==> config.mk <==
export PLATFORM = sky130hd
export DESIGN_NAME = dct_it_math
export DESIGN_NICKNAME = d
export VERILOG_FILES = /design/src/rtl/dct_pkg.sv /design/src/rtl/dct_it_stage_ctrl.sv /design/src/rtl/dct_it_math.sv
export SDC_FILE = /design/constraint.sdc
export NUM_CORES = 2
export LEC_CHECK = 0
export BUFFER_PORTS_ARGS = -buffer_cell sky130_fd_sc_hd__buf_2
export CELL_PAD_IN_SITES_DETAIL_PLACEMENT = 2
export CELL_PAD_IN_SITES_GLOBAL_PLACEMENT = 2
export CORE_MARGIN = 3
export CORE_UTILIZATION = 43
export CTS_CLUSTER_SIZE = 10
export DETAILED_ROUTE_END_ITERATION = 10
export PLACE_DENSITY = 0.9
export SYNTH_ARGS = -nofsm -noshare
export SYNTH_HDL_FRONTEND = slang
export SYNTH_SLANG_ARGS = --single-unit
export TNS_END_PERCENT = 30
==> constraint.sdc <==
create_clock -name clk -period 14.4 [get_ports clk]
set_input_delay 2.16 -clock clk [delete_from_list [all_inputs] [get_ports clk]]
set_output_delay 2.16 -clock clk [all_outputs]
set_load 0.02 [all_outputs]
==> src/rtl/dct_pkg.sv <==
// rtl/dct_pkg.sv - shared binDCT types, fraction width and rounding helper
package dct_pkg;

   localparam int W_FRAC = 3;

   typedef logic [7:0][15:0] coef_vec_t;
   typedef logic signed [31:0] acc_t;

   // Round a 3-fractional-bit value to an integer, half away from zero; result keeps the fraction bits (zeroed)
   function automatic acc_t bin_round(input acc_t v);
      acc_t m;
      m = (v < 0) ? -v : v;
      m = ((m + acc_t'(1 <<< (W_FRAC - 1))) >>> W_FRAC) <<< W_FRAC;
      return (v < 0) ? -m : m;
   endfunction

endpackage

==> src/rtl/dct_it_stage_ctrl.sv <==
// rtl/dct_it_stage_ctrl.sv - valid/last shift chain with whole-pipe stall
module dct_it_stage_ctrl #(
   parameter int DEPTH = 8
) (
   input  logic             clk,
   input  logic             rst_n,
   input  logic             in_valid,
   input  logic             in_last,
   input  logic             out_ready,
   output logic             in_ready,
   output logic             advance,
   output logic [DEPTH-2:0] stage_valid,
   output logic             out_valid,
   output logic             out_last
);

   logic [DEPTH-1:0] valid;
   logic [DEPTH-1:0] last;

   assign out_valid   = valid[DEPTH-1];
   assign out_last    = last[DEPTH-1];
   assign stage_valid = valid[DEPTH-2:0];
   assign advance     = ~(out_valid & ~out_ready);
   assign in_ready    = advance;

   always_ff @(posedge clk or negedge rst_n) begin
      if (!rst_n) begin
         valid <= '0;
         last  <= '0;
      end else if (advance) begin
         valid <= {valid[DEPTH-2:0], in_valid};
         last  <= {last[DEPTH-2:0], in_valid & in_last};
      end
   end

endmodule

==> src/rtl/dct_it_math.sv <==
// rtl/dct_it_math.sv - 8-point inverse binDCT lifting pipeline with saturated output
module dct_it_math
   import dct_pkg::*;
#(
   parameter int W_O   = 8,
   parameter int W_INT = 22
) (
   input  logic                  clk,
   input  logic                  rst_n,
   input  logic                  in_valid,
   output logic                  in_ready,
   input  coef_vec_t             in_data,
   input  logic                  in_last,
   output logic                  out_valid,
   input  logic                  out_ready,
   output logic [7:0][W_O-1:0]   out_data,
   output logic                  out_last,
   output logic [7:0]            out_sat
);

   localparam acc_t SMAX = acc_t'((1 <<< (W_O - 1)) - 1);
   localparam acc_t SMIN = -SMAX - 1;

   logic             advance;
   logic [6:0]       stage_valid;

   logic signed [W_INT-1:0] s0 [8], s1 [8], s2 [8], s3 [8], s4 [8], s5 [8], s6 [8];
   acc_t e0 [8], e1 [8], e2 [8], e3 [8], e4 [8], e5 [8], e6 [8];
   acc_t n1 [8], n2 [8], n3 [8], n4 [8], n5 [8], n6 [8];
   acc_t y [8];
   logic [7:0] clip;

   dct_it_stage_ctrl #(.DEPTH(8)) u_ctrl (
      .clk         (clk),
      .rst_n       (rst_n),
      .in_valid    (in_valid),
      .in_last     (in_last),
      .out_ready   (out_ready),
      .in_ready    (in_ready),
      .advance     (advance),
      .stage_valid (stage_valid),
      .out_valid   (out_valid),
      .out_last    (out_last)
   );

   always_comb begin
      for (int k = 0; k < 8; k++) begin
         e0[k] = acc_t'(s0[k]);
         e1[k] = acc_t'(s1[k]);
         e2[k] = acc_t'(s2[k]);
         e3[k] = acc_t'(s3[k]);
         e4[k] = acc_t'(s4[k]);
         e5[k] = acc_t'(s5[k]);
         e6[k] = acc_t'(s6[k]);
      end
   end

   // Slot map after S0: 0=c0 1=b7 2=d3 3=d6 4=d1 5=c5 6=c2 7=d4; S3 re-slots to a0..a7
   always_comb begin
      n1    = e0;
      n1[4] = bin_round(e0[0] >>> 1) - e0[4];
      n1[2] = e0[2] - bin_round((e0[6] >>> 3) + (e0[6] >>> 2));
      n1[7] = e0[7] + bin_round(e0[1] >>> 3);
      n1[3] = e0[3] + bin_round(e0[5] >>> 1);

      n2    = e1;
      n2[0] = e1[0] - e1[4];
      n2[6] = e1[6] + bin_round((e1[2] >>> 3) + (e1[2] >>> 2));
      n2[5] = e1[5] - bin_round((e1[3] >>> 3) + (e1[3] >>> 2) + (e1[3] >>> 1));

      n3[0] = (e2[0] + e2[2]) >>> 1;
      n3[3] = (e2[0] - e2[2]) >>> 1;
      n3[1] = (e2[4] + e2[6]) >>> 1;
      n3[2] = (e2[4] - e2[6]) >>> 1;
      n3[4] = (e2[7] + e2[5]) >>> 1;
      n3[5] = (e2[7] - e2[5]) >>> 1;
      n3[7] = (e2[1] + e2[3]) >>> 1;
      n3[6] = (e2[1] - e2[3]) >>> 1;

      n4    = e3;
      n4[5] = bin_round((e3[6] >>> 3) + (e3[6] >>> 1)) - e3[5];

      n5    = e4;
      n5[6] = e4[6] - bin_round((e4[5] >>> 3) + (e4[5] >>> 2));

      for (int i = 0; i < 4; i++) begin
         n6[i]     = (e5[i] + e5[7-i]) >>> 1;
         n6[7 - i] = (e5[i] - e5[7-i]) >>> 1;
      end
   end

   always_comb begin
      for (int k = 0; k < 8; k++) begin
         y[k]    = bin_round(e6[k]) >>> W_FRAC;
         clip[k] = 1'b0;
         if (y[k] > SMAX) begin
            y[k]    = SMAX;
            clip[k] = 1'b1;
         end else if (y[k] < SMIN) begin
            y[k]    = SMIN;
            clip[k] = 1'b1;
         end
      end
   end

   // Each stage only loads when a real vector moves into it, so bubbles leave stale data untouched
   always_ff @(posedge clk or negedge rst_n) begin
      if (!rst_n) begin
         for (int k = 0; k < 8; k++) begin
            s0[k]       <= '0;
            s1[k]       <= '0;
            s2[k]       <= '0;
            s3[k]       <= '0;
            s4[k]       <= '0;
            s5[k]       <= '0;
            s6[k]       <= '0;
            out_data[k] <= '0;
         end
         out_sat <= '0;
      end else if (advance) begin
         for (int k = 0; k < 8; k++) begin
            if (in_valid)       s0[k] <= W_INT'(acc_t'($signed(in_data[k])) <<< W_FRAC);
            if (stage_valid[0]) s1[k] <= W_INT'(n1[k]);
            if (stage_valid[1]) s2[k] <= W_INT'(n2[k]);
            if (stage_valid[2]) s3[k] <= W_INT'(n3[k]);
            if (stage_valid[3]) s4[k] <= W_INT'(n4[k]);
            if (stage_valid[4]) s5[k] <= W_INT'(n5[k]);
            if (stage_valid[5]) s6[k] <= W_INT'(n6[k]);
            if (stage_valid[6]) out_data[k] <= W_O'(y[k]);
         end
         if (stage_valid[6]) out_sat <= clip;
      end
   end

endmodule

==> results.md <==
- At the end of routability-driven placement, the weighted congestion stood at 0.9082.
- The max-slew violation count is 0.
- The final-report setup violation count is 0.
- The number of nets with antenna violations after detailed routing is 0.
- The final routed DRC violation total is 0.
- After clock tree synthesis, the clock-pin slew on the worst setup and hold paths is 0.06 ns.
- Summed over all layers, the global routing overflow is 0.
- The total count of hold-check failures in the final report is 0.
- The run finished with clean final reports.
- The flip-flop and latch count after synthesis is 1,137.
- The launching element of the worst setup path is e4[67].
- The top cell types in the final layout, fill and taps aside, are sky130_fd_sc_hd__nand2_1 (1,709), sky130_fd_sc_hd__dfrtp_1 (1,137), sky130_fd_sc_hd__o21ai_0 (891).
- The kind of capture point of the worst setup path is a register.
- The total negative setup slack is 0 ns.
- The number of antenna violations at the first check in global routing came to 29.
- The count of cells resized by post-cts repair is 0.
- In this run the biggest area consumer among cell types represents 30.93% of the synthesized area.
- Yosys mapped the design onto 119 distinct sky130hd cell types.
- Including well taps, the total number of placed cells is 13,705.
- In this run the tightest slew margin relative to its limit is 18.49%.
- The worst setup path is launched from a register.
- During synthesis, Yosys emitted a total of 0 warnings.
- The cell area after technology mapping is 0.09198 mm^2.
- Of all cell types, the one taking the most synthesized area is sky130_fd_sc_hd__dfrtp_1.
- The area enclosed by the die boundary is 0.2195 mm^2.
- The worst register-to-register path begins at e4[67].
- The chip width is 468.5 um.
- In the routed layout, each cell is associated on average with a via count of 6.530.
- Max-cap violations in this run came to 0.
- For the pin with the worst max-slew slack, the measured transition is 1.214 ns.
- CTS built an H-tree with a depth of 4.
- The via count of the first global-routing pass is 101,270.
- The post-synthesis instance total is 11,152.
- Once the floorplan was initialized, standard cells occupied 43.32% of the core.
- The top-level port count is 208.
- Setup repair after global routing left no endpoint under its margin.
- The fraction of final layout cells sized beyond drive strength 1 is 8.610%.
- The port buffer count is 207.
- Leaving out fill and tap cells, the most frequent cell in the layout is sky130_fd_sc_hd__nand2_1.
- The fraction of synthesis flops using an asynchronous set or reset pin is 100.0%.
- The sequential-to-total area share from yosys stat is 30.93%.
- The placement row count is 169.
- The period utilization is 58.40%.
- The wire length of the first global-routing pass is 653,200 um.
- The register-to-register setup slack is 5.99 ns.
- The number of flops mapped to enable cells by yosys is 0.
- The clock tree from TritonCTS is built.
- In this run, the number of DRC markers left after iteration 0 of detailed routing was 7,109.
- The area inside the core boundary is 0.2123 mm^2.
- The start point of the worst min-delay path is u_ctrl.last[6].
- The vias after detailed routing is 91,089.
- The layout filler cell count is 23,205.
- The delay of the slowest cell on the worst path is 0.76 ns.
- The cell sitting at the root of the clock tree is a sky130_fd_sc_hd__clkbuf_16.
- The final layout contains 11,819 nets.
- Buffers added to address setup during post-CTS repair amount to 0.
- Counting the buffers created by CTS gives 144.
- The total routing usage reported by global routing is 37.93%.
- Summed over all layers, the routed wires come to 427,800 um.
- The data required time of the worst path is 15.14 ns.
- The most numerous cell type found on the critical path is sky130_fd_sc_hd__o21ai_0.
- The buffer levels on the longest clock path is 3.
- The average instance in the mapped netlist occupies 8.247 um^2.
- Traced cell by cell, the critical path runs through ha_1, fa_1, a21o_1, a211oi_1, o221a_2, o21ai_0, o311a_1, o41ai_1, and2_1, xnor2_1, or3b_2, nor4_1, nand3_1, nand2_1, xnor2_1, ha_1, and2_1, o21ai_0, o21ai_0, o21a_1, o21ai_0, nand2b_1, xnor3_1, o21ai_0.
- Of all nets on the critical path, the largest fanout is 5.
- The min-delay analysis places its worst path in the category register to register.
- The hold-fix buffer count after cts is 0.
- The post-synth net total is 11,941.
- Entering global routing, the biggest net connects 203 pins.
- The arrival time of data at the critical path endpoint is 9.15 ns.
- The non-filler instance count after layout is 13,950.
- The pre-antenna-repair detailed-routing pass consisted of 6 iterations.
- The clock period minus worst slack is 8.409 ns.
- The clock arrives with 0.03820 ns of skew.
- Relative to the synthesized area, the layout overhead comes to 8.245%.
- Measured along the y axis, the die boundary spans 468.5 um.
- The commonest register cell after synthesis is sky130_fd_sc_hd__dfrtp_1.
- By startpoint and endpoint, the worst setup path is classified as register to register.
- At the later pin of the worst-skew pair, clock insertion delay measures 0.85 ns.
- Sorting the synthesized cells by area gives the leading types as sky130_fd_sc_hd__dfrtp_1 (31%), sky130_fd_sc_hd__ha_1 (8.4%), sky130_fd_sc_hd__nand2_1 (7.0%).
- For this design, the sink count on the clock tree is 1,137.
- The routed length per placed instance is 30.67 um.
- Detailed placement finished with a half-perimeter wire length of 279,500 um.
- Derived from the worst setup path, the maximum achievable clock frequency is 118.9 MHz.
- The cell with the largest stage delay on the worst path is sky130_fd_sc_hd__o41ai_1.
## routing by layer
metal	vias to the layer above	track usage (%)	share of wire (%)
li1	39113	-	-
met1	46836	43.55	38
met2	3669	64.88	49
met3	1457	6.802	5.5
met4	14	24.66	7.4
met5	-	0	0.020
## final timing paths
| check | end | cells past startpoint |
|---|---|---|
| setup / recovery | e5[53] | 24 |
| hold / removal | u_ctrl.last[6] | 2 |
| setup reg to reg | e5[53] | 24 |
| hold reg to reg | u_ctrl.last[6] | 2 |
| max in group asynchronous | e2[240] | 3 |
| min in group asynchronous | e6[180] | 1 |
## critical path, delay by kind of cell (launching register included)
kind / cells / cell delay (ns)
AO/OA/AOI/OAI: 11 / 3.92
XOR/XNOR: 3 / 0.83
adder cells (fa/ha/maj): 3 / 1.11
flip-flops: 1 / 0.47
AND/OR/NAND/NOR: 7 / 1.98
## state kept, by name, indices dropped and copies added, names as in the netlist
register,count
e0,128
e1,140
e2,149
e3,156
e4,156
e5,156
e6,164
out_data,64
out_sat,8
u_ctrl.last,8
u_ctrl.valid,8
## kinds of logic (layout without fill, tap and decap cells)
logic type,after synthesis,in the layout,synth area share (%)
flops,1137,1137,30.93
buf+inv,1156,1108,4.773
other cells,0,25,0
mux,345,345,4.157
compound gates,2817,2817,19.89
xor+xnor,1078,1078,10.43
simple gates,3962,3962,20.59
fa+ha+maj,657,657,9.221
## final cells by class
type / instances / area [um^2] / area share [%]
Tap cell: 2821 / 3530 / 3.545
Clock inverter: 27 / 327.8 / 0.3293
Clock buffer: 193 / 4075 / 4.093
Sequential cell: 1137 / 28450 / 28.58
Antenna cell: 25 / 62.56 / 0.06284
Multi-Input combinational cell: 8859 / 59210 / 59.47
Inverter: 622 / 2335 / 2.345
Timing Repair Buffer: 266 / 1569 / 1.576
## cells in the mapped netlist (47+ instances only)
master / number
sky130_fd_sc_hd__mux2i_1: 49
sky130_fd_sc_hd__o21a_1: 109
sky130_fd_sc_hd__a211oi_1: 77
sky130_fd_sc_hd__o21bai_1: 116
sky130_fd_sc_hd__a21boi_0: 47
sky130_fd_sc_hd__xor2_1: 341
sky130_fd_sc_hd__nor3_1: 306
sky130_fd_sc_hd__nor2_1: 602
sky130_fd_sc_hd__nand3b_1: 48
sky130_fd_sc_hd__or2_2: 86
sky130_fd_sc_hd__nand4_1: 70
sky130_fd_sc_hd__and3_1: 114
sky130_fd_sc_hd__ha_1: 621
sky130_fd_sc_hd__or4_1: 59
sky130_fd_sc_hd__clkbuf_1: 451
sky130_fd_sc_hd__nand3_1: 256
sky130_fd_sc_hd__nand2b_1: 114
sky130_fd_sc_hd__nand2_1: 1717
sky130_fd_sc_hd__o21ai_0: 891
sky130_fd_sc_hd__nor4_1: 98
sky130_fd_sc_hd__o41ai_1: 66
sky130_fd_sc_hd__xnor2_1: 724
sky130_fd_sc_hd__or3_1: 156
sky130_fd_sc_hd__buf_1: 61
sky130_fd_sc_hd__dfrtp_1: 1137
sky130_fd_sc_hd__a31oi_1: 108
sky130_fd_sc_hd__inv_1: 616
sky130_fd_sc_hd__o31ai_1: 209
sky130_fd_sc_hd__a21oi_1: 505
sky130_fd_sc_hd__nor2b_1: 71
sky130_fd_sc_hd__a21o_1: 94
sky130_fd_sc_hd__nor3b_1: 49
sky130_fd_sc_hd__o22ai_1: 47
sky130_fd_sc_hd__and2_1: 69
sky130_fd_sc_hd__o211ai_1: 100
sky130_fd_sc_hd__mux2_2: 296
## stage by stage
stage               worst slack, ns  utilization (%)  hold WS (ns)  area [um^2]
floorplan                     7.700                -        0.4386        91980
global placement              6.759            44.79        0.4470        95090
detailed placement            6.533            44.79        0.4589        95090
CTS                           6.249            46.86        0.4763        99490
global route                  5.598            46.89        0.5024        99540
finish                        5.991            46.90        0.4740        99560
Power is not shown: default switching activity piles up to over one toggle a cycle in this logic, so the estimate is an artifact.
